==> src/rtl/sa_ctrl.sv <==
// sa_ctrl: host-side controller for a SIZE x SIZE systolic array.
// A job loads B and A rows from the host row stream into a local buffer,
// pushes B (reversed) and then A into the array, waits for the array's
// pipeline to produce C = A x B, captures the result rows and streams
// them back to the host.
// Optional build macro: SA_CTRL_VLD_CHECK_EN adds a sticky o_err output
// that flags a result-valid strobe from the array arriving in the wrong
// cycle.
module sa_ctrl #(
  parameter int WIDTH = 16,
  parameter int SIZE  = 3
) (
  input  logic                  clk,
  input  logic                  rst_n,
  input  logic                  i_start,
  output logic                  o_busy,
  output logic                  o_done,
  input  logic                  i_row_vld,
  output logic                  o_row_rdy,
  input  logic [SIZE*WIDTH-1:0] i_row,
  output logic                  o_sa_we,
  output logic                  o_sa_a_vld,
  output logic                  o_sa_c_vld,
  output logic [SIZE*WIDTH-1:0] o_sa_a_rows,
  input  logic                  i_sa_c_vld,
  input  logic [SIZE*WIDTH-1:0] i_sa_c_rows,
`ifdef SA_CTRL_VLD_CHECK_EN
  output logic                  o_err,
`endif
  output logic                  o_res_vld,
  input  logic                  i_res_rdy,
  output logic [SIZE*WIDTH-1:0] o_res_row,
  output logic                  o_res_last
);

  localparam int RW    = SIZE * WIDTH;
  localparam int NROWS = 2 * SIZE;
  localparam int CW    = $clog2(2 * SIZE + 1);

  // Terminal counts for each phase; the WAIT value is only used when SIZE > 1.
  localparam logic [CW-1:0] LAST_FILL = CW'(NROWS - 1);
  localparam logic [CW-1:0] LAST_ROW  = CW'(SIZE - 1);
  localparam logic [CW-1:0] LAST_WAIT = CW'((SIZE > 1) ? (SIZE - 2) : 0);

  typedef enum logic [2:0] {
    IDLE,
    FILL,
    PUSH_B,
    PUSH_A,
    WAIT,
    CAPT,
    DRAIN
  } state_t;

  state_t          r_state;
  state_t          w_state_nxt;
  logic [CW-1:0]   r_cnt;
  logic [CW-1:0]   w_cnt_nxt;
  logic            r_done;
  logic            w_done_nxt;
  logic            w_buf_we;
  logic            w_res_we;
  logic [CW-1:0]   w_buf_idx;
  logic [RW-1:0]   w_buf_rd;
  logic [RW-1:0]   w_res_rd;

  // Rows 0..SIZE-1 hold B, rows SIZE..2*SIZE-1 hold A.
  logic [RW-1:0]   r_buf [NROWS];
  logic [RW-1:0]   r_res [SIZE];

  // State, phase counter and done pulse; reset aborts any job in flight.
  always_ff @(posedge clk or negedge rst_n) begin
    if (!rst_n) begin
      r_state <= IDLE;
      r_cnt   <= '0;
      r_done  <= 1'b0;
    end else begin
      r_state <= w_state_nxt;
      r_cnt   <= w_cnt_nxt;
      r_done  <= w_done_nxt;
    end
  end

  // Row buffer write: FILL stores each accepted host row at the counter slot.
  always_ff @(posedge clk) begin
    for (int i = 0; i < NROWS; i++) begin
      if (w_buf_we && (r_cnt == CW'(i))) begin
        r_buf[i] <= i_row;
      end
    end
  end

  // Result buffer write: CAPT stores one array result row per cycle.
  always_ff @(posedge clk) begin
    for (int i = 0; i < SIZE; i++) begin
      if (w_res_we && (r_cnt == CW'(i))) begin
        r_res[i] <= i_sa_c_rows;
      end
    end
  end

  // Buffer read index: B is pushed last-row-first, A in natural order.
  always_comb begin
    if (r_state == PUSH_B) begin
      w_buf_idx = LAST_ROW - r_cnt;
    end else begin
      w_buf_idx = CW'(SIZE) + r_cnt;
    end
  end

  // Read multiplexers for the row buffer and the result buffer.
  always_comb begin
    w_buf_rd = '0;
    w_res_rd = '0;
    for (int i = 0; i < NROWS; i++) begin
      if (w_buf_idx == CW'(i)) begin
        w_buf_rd = r_buf[i];
      end
    end
    for (int i = 0; i < SIZE; i++) begin
      if (r_cnt == CW'(i)) begin
        w_res_rd = r_res[i];
      end
    end
  end

  // Next-state logic and all Moore/handshake outputs of the job sequencer.
  always_comb begin
    w_state_nxt = r_state;
    w_cnt_nxt   = r_cnt;
    w_done_nxt  = 1'b0;
    w_buf_we    = 1'b0;
    w_res_we    = 1'b0;
    o_row_rdy   = 1'b0;
    o_sa_we     = 1'b0;
    o_sa_a_vld  = 1'b0;
    o_sa_c_vld  = 1'b0;
    o_sa_a_rows = '0;
    o_res_vld   = 1'b0;
    o_res_last  = 1'b0;
    o_res_row   = '0;
    o_busy      = (r_state != IDLE);

    case (r_state)
      IDLE: begin
        if (i_start) begin
          w_state_nxt = FILL;
          w_cnt_nxt   = '0;
        end
      end

      FILL: begin
        o_row_rdy = 1'b1;
        if (i_row_vld) begin
          w_buf_we = 1'b1;
          if (r_cnt == LAST_FILL) begin
            w_state_nxt = PUSH_B;
            w_cnt_nxt   = '0;
          end else begin
            w_cnt_nxt = r_cnt + 1'b1;
          end
        end
      end

      PUSH_B: begin
        o_sa_a_vld  = 1'b1;
        o_sa_a_rows = w_buf_rd;
        o_sa_we     = (r_cnt == LAST_ROW);
        if (r_cnt == LAST_ROW) begin
          w_state_nxt = PUSH_A;
          w_cnt_nxt   = '0;
        end else begin
          w_cnt_nxt = r_cnt + 1'b1;
        end
      end

      PUSH_A: begin
        o_sa_a_vld  = 1'b1;
        o_sa_c_vld  = 1'b1;
        o_sa_a_rows = w_buf_rd;
        if (r_cnt == LAST_ROW) begin
          w_state_nxt = (SIZE > 1) ? WAIT : CAPT;
          w_cnt_nxt   = '0;
        end else begin
          w_cnt_nxt = r_cnt + 1'b1;
        end
      end

      WAIT: begin
        if (r_cnt == LAST_WAIT) begin
          w_state_nxt = CAPT;
          w_cnt_nxt   = '0;
        end else begin
          w_cnt_nxt = r_cnt + 1'b1;
        end
      end

      CAPT: begin
        w_res_we = 1'b1;
        if (r_cnt == LAST_ROW) begin
          w_state_nxt = DRAIN;
          w_cnt_nxt   = '0;
        end else begin
          w_cnt_nxt = r_cnt + 1'b1;
        end
      end

      DRAIN: begin
        o_res_vld  = 1'b1;
        o_res_row  = w_res_rd;
        o_res_last = (r_cnt == LAST_ROW);
        if (i_res_rdy) begin
          if (r_cnt == LAST_ROW) begin
            w_state_nxt = IDLE;
            w_cnt_nxt   = '0;
            w_done_nxt  = 1'b1;
          end else begin
            w_cnt_nxt = r_cnt + 1'b1;
          end
        end
      end

      default: begin
        w_state_nxt = IDLE;
        w_cnt_nxt   = '0;
      end
    endcase
  end

  assign o_done = r_done;

`ifdef SA_CTRL_VLD_CHECK_EN
  logic r_err;

  // Sticky error: the array must strobe result-valid exactly during CAPT.
  always_ff @(posedge clk or negedge rst_n) begin
    if (!rst_n) begin
      r_err <= 1'b0;
    end else if (((r_state == CAPT) && !i_sa_c_vld) ||
                 (((r_state == PUSH_B) || (r_state == PUSH_A) ||
                   (r_state == WAIT)) && i_sa_c_vld)) begin
      r_err <= 1'b1;
    end
  end

  assign o_err = r_err;
`else
  // The result-valid strobe only feeds the optional checker.
  logic w_unused_c_vld;
  assign w_unused_c_vld = i_sa_c_vld;
`endif

endmodule

==> config.mk <==
export PLATFORM = sky130hd
export DESIGN_NAME = sa_ctrl
export DESIGN_NICKNAME = d
export VERILOG_FILES = /design/src/rtl/sa_ctrl.sv
export SDC_FILE = /design/constraint.sdc
export NUM_CORES = 1
export LEC_CHECK = 0
export ABC_CLOCK_PERIOD_IN_PS = 3300
export CAP_MARGIN = 10
export CORE_MARGIN = 5
export CORE_UTILIZATION = 50
export CTS_CLUSTER_SIZE = 8
export DETAILED_ROUTE_END_ITERATION = 8
export PLACE_DENSITY = 0.75
export SYNTH_ARGS = -nofsm -noshare
export SYNTH_HDL_FRONTEND = slang
export SYNTH_SLANG_ARGS = --single-unit
==> constraint.sdc <==
create_clock -name clk -period 3.3 [get_ports clk]
set_clock_uncertainty 0.15 [all_clocks]
set_input_delay 0.33 -clock clk [delete_from_list [all_inputs] [get_ports clk]]
set_output_delay 0.33 -clock clk [all_outputs]
set_load 0.01 [all_outputs]
Word-level counts from Yosys, hierarchy flattened
Memory sizes are Yosys's and may differ from the RTL's.
Cells that the tools add are included.
- add/subtract/negate cells: 3
- equality and inequality tests: 25
- mux-type cells: 80
- reductions and logical operators: 24
- operator list (cell ; number):
    $mux 48 ; 18
    $reduce_or 48->1 ; 7
    $mux 3 ; 21
    $mux 1 ; 37
    $eq 3x3->1 const B ; 7
    $pmux 3 s7 ; 1
    $eq 3x2->1 const B ; 6
    $ne 2x2->1 const B ; 8
    $pmux 3 s5 ; 1
    $eq 3x1->1 const B ; 3
    $logic_and 1x1->1 ; 9
    $logic_not 3->1 ; 3
    $reduce_and 9->1 ; 1
    $mux 2 ; 2
    $add 2x3->3 const A ; 1
    $add 3x1->3 const B ; 1
    $reduce_and 3->1 ; 1
    $reduce_bool 3->1 ; 1
    $reduce_or 3->1 ; 1
    $sub 2x3->3 const A ; 1
    $ne 2x1->1 const B ; 1
    $reduce_or 2->1 ; 1
- flip-flop bits (word level): 7
- memory bits (writable): 432
- input port bits: 102
- output and inout bits: 104
- logic and storage cells: 137
- memories: 2
- memory list (name ; words ; width ; read ports ; clocked after Yosys merged registers in ; write ports ; line ; source):
    r_buf ; 6 ; 48 ; 6 ; 0 ; 1 ; 68 ; logic [RW-1:0] r_buf [NROWS];
    r_res ; 3 ; 48 ; 3 ; 0 ; 1 ; 69 ; logic [RW-1:0] r_res [SIZE];

Longest topological paths before layout
- depth in word-level cells: 11
- mapped depth: 10
- gate-level depth less buffers: 7

Worst setup path before layout
Ideal clock, no wire load.
- path kind: reg-to-reg
- start: register r_state[2]
- end: memory r_buf[0][0] (netlist bit), enable pin
- library setup time: 0.454 ns
- arrival time: 3.232 ns
- required time: 2.696 ns
- path slack: -0.536 ns
- cell stages (with the launch flop): 5
- path buffers: 1
- period minus slack after synthesis: 3.836 ns
- cell sequence: dfrtp_1 buf_2 nor3b_1 nand2_1 nor2_1
- cells in the longest elaborated chain, start to end: 11
- elaborated cells on any way between the ends: 35
- those cells by class: eq/ne: 1; mux: 23; reduce/logical: 11
- RTL lines (item ; line ; source):
    from (decl) ; 55 ; state_t r_state;
    from (signal assigned) ; 78 ; r_state <= w_state_nxt;
    $eq 3x1->1 (*) ; 144 ; case (r_state)
    $mux 1 (*) ; 144 ;
    $logic_and 1x1->1 ; 87 ; if (w_buf_we && (r_cnt == CW'(i))) begin
    $mux 1 ; 87 ;
    $mux 1 (not written as such) ; 88 ; r_buf[i] <= i_row;
    $reduce_or 48->1 (no line) ; n/a ;
    $mux 3 (no line) or $mux 1 (tied branches) (5 in series) ; n/a ;
    to (decl) ; 68 ;
Mark *: on every way between the ends. The rest lies on a longest branch, timed or not.

Worst setup path in the final report
- start: register r_cnt[0]
- end: output o_sa_a_rows[40]
- cells in the longest elaborated chain, start to end: 10
- elaborated cells on any way between the ends: 16
- those cells by class: add/sub: 2; eq/ne: 5; mux: 8; reduce/logical: 1
- RTL lines (item ; line ; source):
    from (decl) ; 57 ; logic [CW-1:0] r_cnt;
    from (signal assigned) ; 79 ; r_cnt <= w_cnt_nxt;
    $add 2x3->3 or $sub 2x3->3 (tied branches) ; 107, 105 ;
    $mux 3 (*) ; 104 ; if (r_state == PUSH_B) begin
    $logic_not 3->1 ; 116 ; if (w_buf_idx == CW'(i)) begin
    $mux 48 (5 in series) ; 116 ;
    $mux 48 (*) ; 116 ;
    $mux 48 (*) ; 144 ;
    to (decl) ; 24 ; output logic [SIZE*WIDTH-1:0] o_sa_a_rows,
Marked as above.

==> flow_metrics.env <==
export IMPL_slew_headroom_pct=52.62
export IMPL_grt_pass1_vias=10140
export IMPL_drt_pre_antenna_iters=7
export IMPL_hold_path_class="input pin to register"
export IMPL_peakVddDrop_mv=0.5217
export IMPL_drv_slew=0
export IMPL_synthAdderAreaFrac_pct=0.4502
export IMPL_synth_seq_cells=439
export IMPL_rows=66
export IMPL_synth_top_family_by_area="compound AO/OA/AOI/OAI gates"
export IMPL_portBuffers=204
export IMPL_crit_arrival_ns=2.71
export IMPL_startpoint_type="register"
export IMPL_final_cell_mix="432 x edfxtp_1, 107 x clkdlybuf4s50_1, 99 x nand2_1, 91 x o21ai_0, 62 x clkbuf_16"
export IMPL_power_density_mw_per_mm2=895.5
export IMPL_clock_sinks=439
export IMPL_routed_wl_um=38410
export IMPL_fin_ws_ns=0.1075
export IMPL_synthCells=962
export IMPL_required_ns=2.82
export IMPL_holdCritStartpoint="i_sa_c_rows[11]"
export IMPL_drive_above_1_share_pct=19.44
export IMPL_final_common_cell="edfxtp_1"
export IMPL_grtUsageTotal_pct=20.53
export IMPL_min_to="r_res[0][11]"
export IMPL_r2r_start="r_state[0]"
export IMPL_r2r_end="r_buf[2][6]"
export IMPL_syn_area_mm2=0.01667
export IMPL_final_hold_viol_count=0
export IMPL_syn_avg_cell_area_um2=17.33
export IMPL_ant_nets=0
export IMPL_tightest_slew_ns=0.7107
export IMPL_timing_fmax_mhz=313.2
export IMPL_status="completed"
export IMPL_leakagePower_uw=0.007352
export IMPL_grt_pass1_wl_um=57660
export IMPL_synth_seq_area_share_pct=78.85
export IMPL_setup_worst_path_class="register to primary output"
export IMPL_wire_per_inst_um=22.70
export IMPL_syn2layout_area_growth_pct=28.35
export IMPL_drt_initial_drc_count=696
export IMPL_ff2ff_path_depth=6
export IMPL_overflow=0
export IMPL_cap_violations=0
export IMPL_hold_depth=1
export IMPL_grt_max_degree=49
export IMPL_busiest_layer="met2"
export IMPL_drc=0
export IMPL_fin_nets=1342
export IMPL_die_area_mm2=0.03710
export IMPL_synth_compound_area_share_pct=7.076
export IMPL_grt_use_met3_pct=7.290
export IMPL_synth_simple_area_share_pct=4.690
export IMPL_diodes=0
export IMPL_dieWidth_um=192.6
export IMPL_dpl_worst_slack_ns=0.08207
export IMPL_setup_viol=0
export IMPL_core_mm2=0.03270
export IMPL_syn_nets=1070
export IMPL_insertion_delay_ns=0.57
export IMPL_grt_use_met1_pct=26.10
export IMPL_layout_min_cycle_time_ns=3.192
export IMPL_hpwlAfterDp_um=21050
export IMPL_die_h_um=192.6
export IMPL_grtUsageMet2_pct=33.94
export IMPL_h_tree_depth=2
export IMPL_synth_cell_type_count=40
export IMPL_clockBufferDepth=3
export IMPL_cts_tree="built"
export IMPL_cp_max_fo=10
export IMPL_critical_path_endpoint_type="primary output"
export IMPL_rrSetupSlack_ns=0.95
export IMPL_hold_ws_ns=0.2060
export IMPL_vias=9506
export IMPL_grt_antenna_before_repair=3
export IMPL_io_pins=206
export IMPL_rsz0062_at_grt="yes"
export IMPL_numCtsBuffers=60
export IMPL_gp_congestion=0.7838
export IMPL_via_per_inst=5.618
export IMPL_finalCritPeriodShare_pct=96.74
export IMPL_path_clk_slew_ns=0.05
export IMPL_synth_xor_area_share_pct=0.2176
export IMPL_start_util_pct=50.99
export IMPL_ys_warnings_count=0
export IMPL_clk_root_buffer_cell="clkbuf_16"
export IMPL_synthMuxAreaShare_pct=6.888
[power breakdown]
group / leakage, µW / total [µW] / internal, µW / switching, µW
registers: 0.00398 / 6700 / 6600 / 100
logic: 0.00258 / 7100 / 3250 / 3850
clock network: 0.000788 / 5360 / 3280 / 2080
total: 0.00735 / 19200 / 13100 / 6030
[routing by layer]
metal	wire (µm)	share of wire [%]	vias up
li1	-	-	4295
met2	19090	50	327
met1	15100	39	4817
met4	743	1.9	6
met5	35	0.091	-
met3	3437	8.9	61
[sequential cells by signal, summed over array words and instances (netlist names)]
signal and flops:
r_buf 288, r_res 144, r_cnt 3, r_state 3
o_done 1
[worst max path at each step]
stage / cells past startpoint / slack [ns] / endpoint / from
3_5_place_dp: 9 / 0.08 / o_sa_a_rows[1] / r_cnt[0]
5_1_grt: 10 / -0.03 / o_sa_a_rows[40] / r_cnt[0]
6_report: 10 / 0.11 / o_sa_a_rows[40] / r_cnt[0]
3_3_place_gp: 9 / 0.13 / o_sa_a_rows[40] / r_cnt[0]
2_1_floorplan: 4 / -0.54 / r_buf[0][0] / r_state[2]
4_1_cts: 10 / 0.006 / o_sa_a_rows[17] / r_cnt[0]
[stage by stage]
step	TNS, ns	power [µW]	utilization [%]	area [µm²]	cells
detailed placement	0	13680	59.94	19600	1592
floorplan	-77.20	10730	-	16680	962
global placement	0	13600	59.94	19600	1592
global route	-0.06661	20130	65.45	21400	1692
CTS	0	19380	65.67	21480	1689
finish	0	19160	65.45	21400	1692
[synthesized netlist by cell type]
cell type	instances	area share, %
o22ai_1	6	0.23
clkbuf_1	32	0.72
xnor2_1	1	0.053
and3_1	6	0.23
a21oi_1	42	1.3
inv_1	7	0.16
buf_1	4	0.090
nand3_2	1	0.060
nor2_1	61	1.4
or3_1	2	0.075
a22o_2	1	0.060
buf_6	7	0.47
a32o_1	1	0.060
nand3_1	1	0.030
a221o_1	1	0.060
a21oi_2	2	0.11
nor4bb_1	1	0.060
and2_1	3	0.11
nor3b_1	1	0.045
dfrtp_1	7	1.1
xnor2_4	1	0.17
ha_1	6	0.45
nor3_1	8	0.24
edfxtp_1	432	78
o21ai_1	2	0.060
mux4_2	42	5.7
nor2b_1	2	0.075
buf_4	2	0.090
o31ai_1	2	0.090
a22oi_1	49	2.2
and2b_1	1	0.045
buf_2	10	0.30
mux2i_1	18	1.1
o21ai_0	92	2.8
mux2_2	2	0.14
nand3b_1	1	0.045
a211o_1	1	0.053
o211ai_1	3	0.14
or3b_1	1	0.053
nand2_1	100	2.3
[cell type report]
cell class,count,area [µm²]
Multi-Input combinational cell,461,3391
Sequential cell,439,13150
Fill cell,2259,11300
Clock inverter,2,46.29
Inverter,7,26.28
Clock buffer,76,1583
Timing Repair Buffer,265,2655
Tap cell,442,553.0
[kinds of logic after synthesis]
family          Yosys count
flops                   439
simple gates            189
mux                      62
fa+ha+maj                 6
compound gates          202
buf+inv                  62
xor+xnor                  2
[worst max-delay path, stage by stage (launching register included)]
cell and delay [ns]:
dfrtp_1 0.42, ha_2 0.22, ha_4 0.23, nor2_4 0.12, a22o_4 0.16, and3_4 0.25, buf_12 0.12, buf_16 0.13
o21ai_0 0.11, a21oi_2 0.20, buf_2 0.17
[repair_timing]
item / 4_1_cts / 5_1_grt
gates resized for setup: 213 / 39
pin swaps: 22 / 14
endpoints found under the hold margin: 7 / 0
gates cloned: 5 / 1
setup endpoints to repair: 97 / 50
buffers inserted: 13 / 3
hold buffers: 1 / 0
Power figures use the tool's default switching activity.
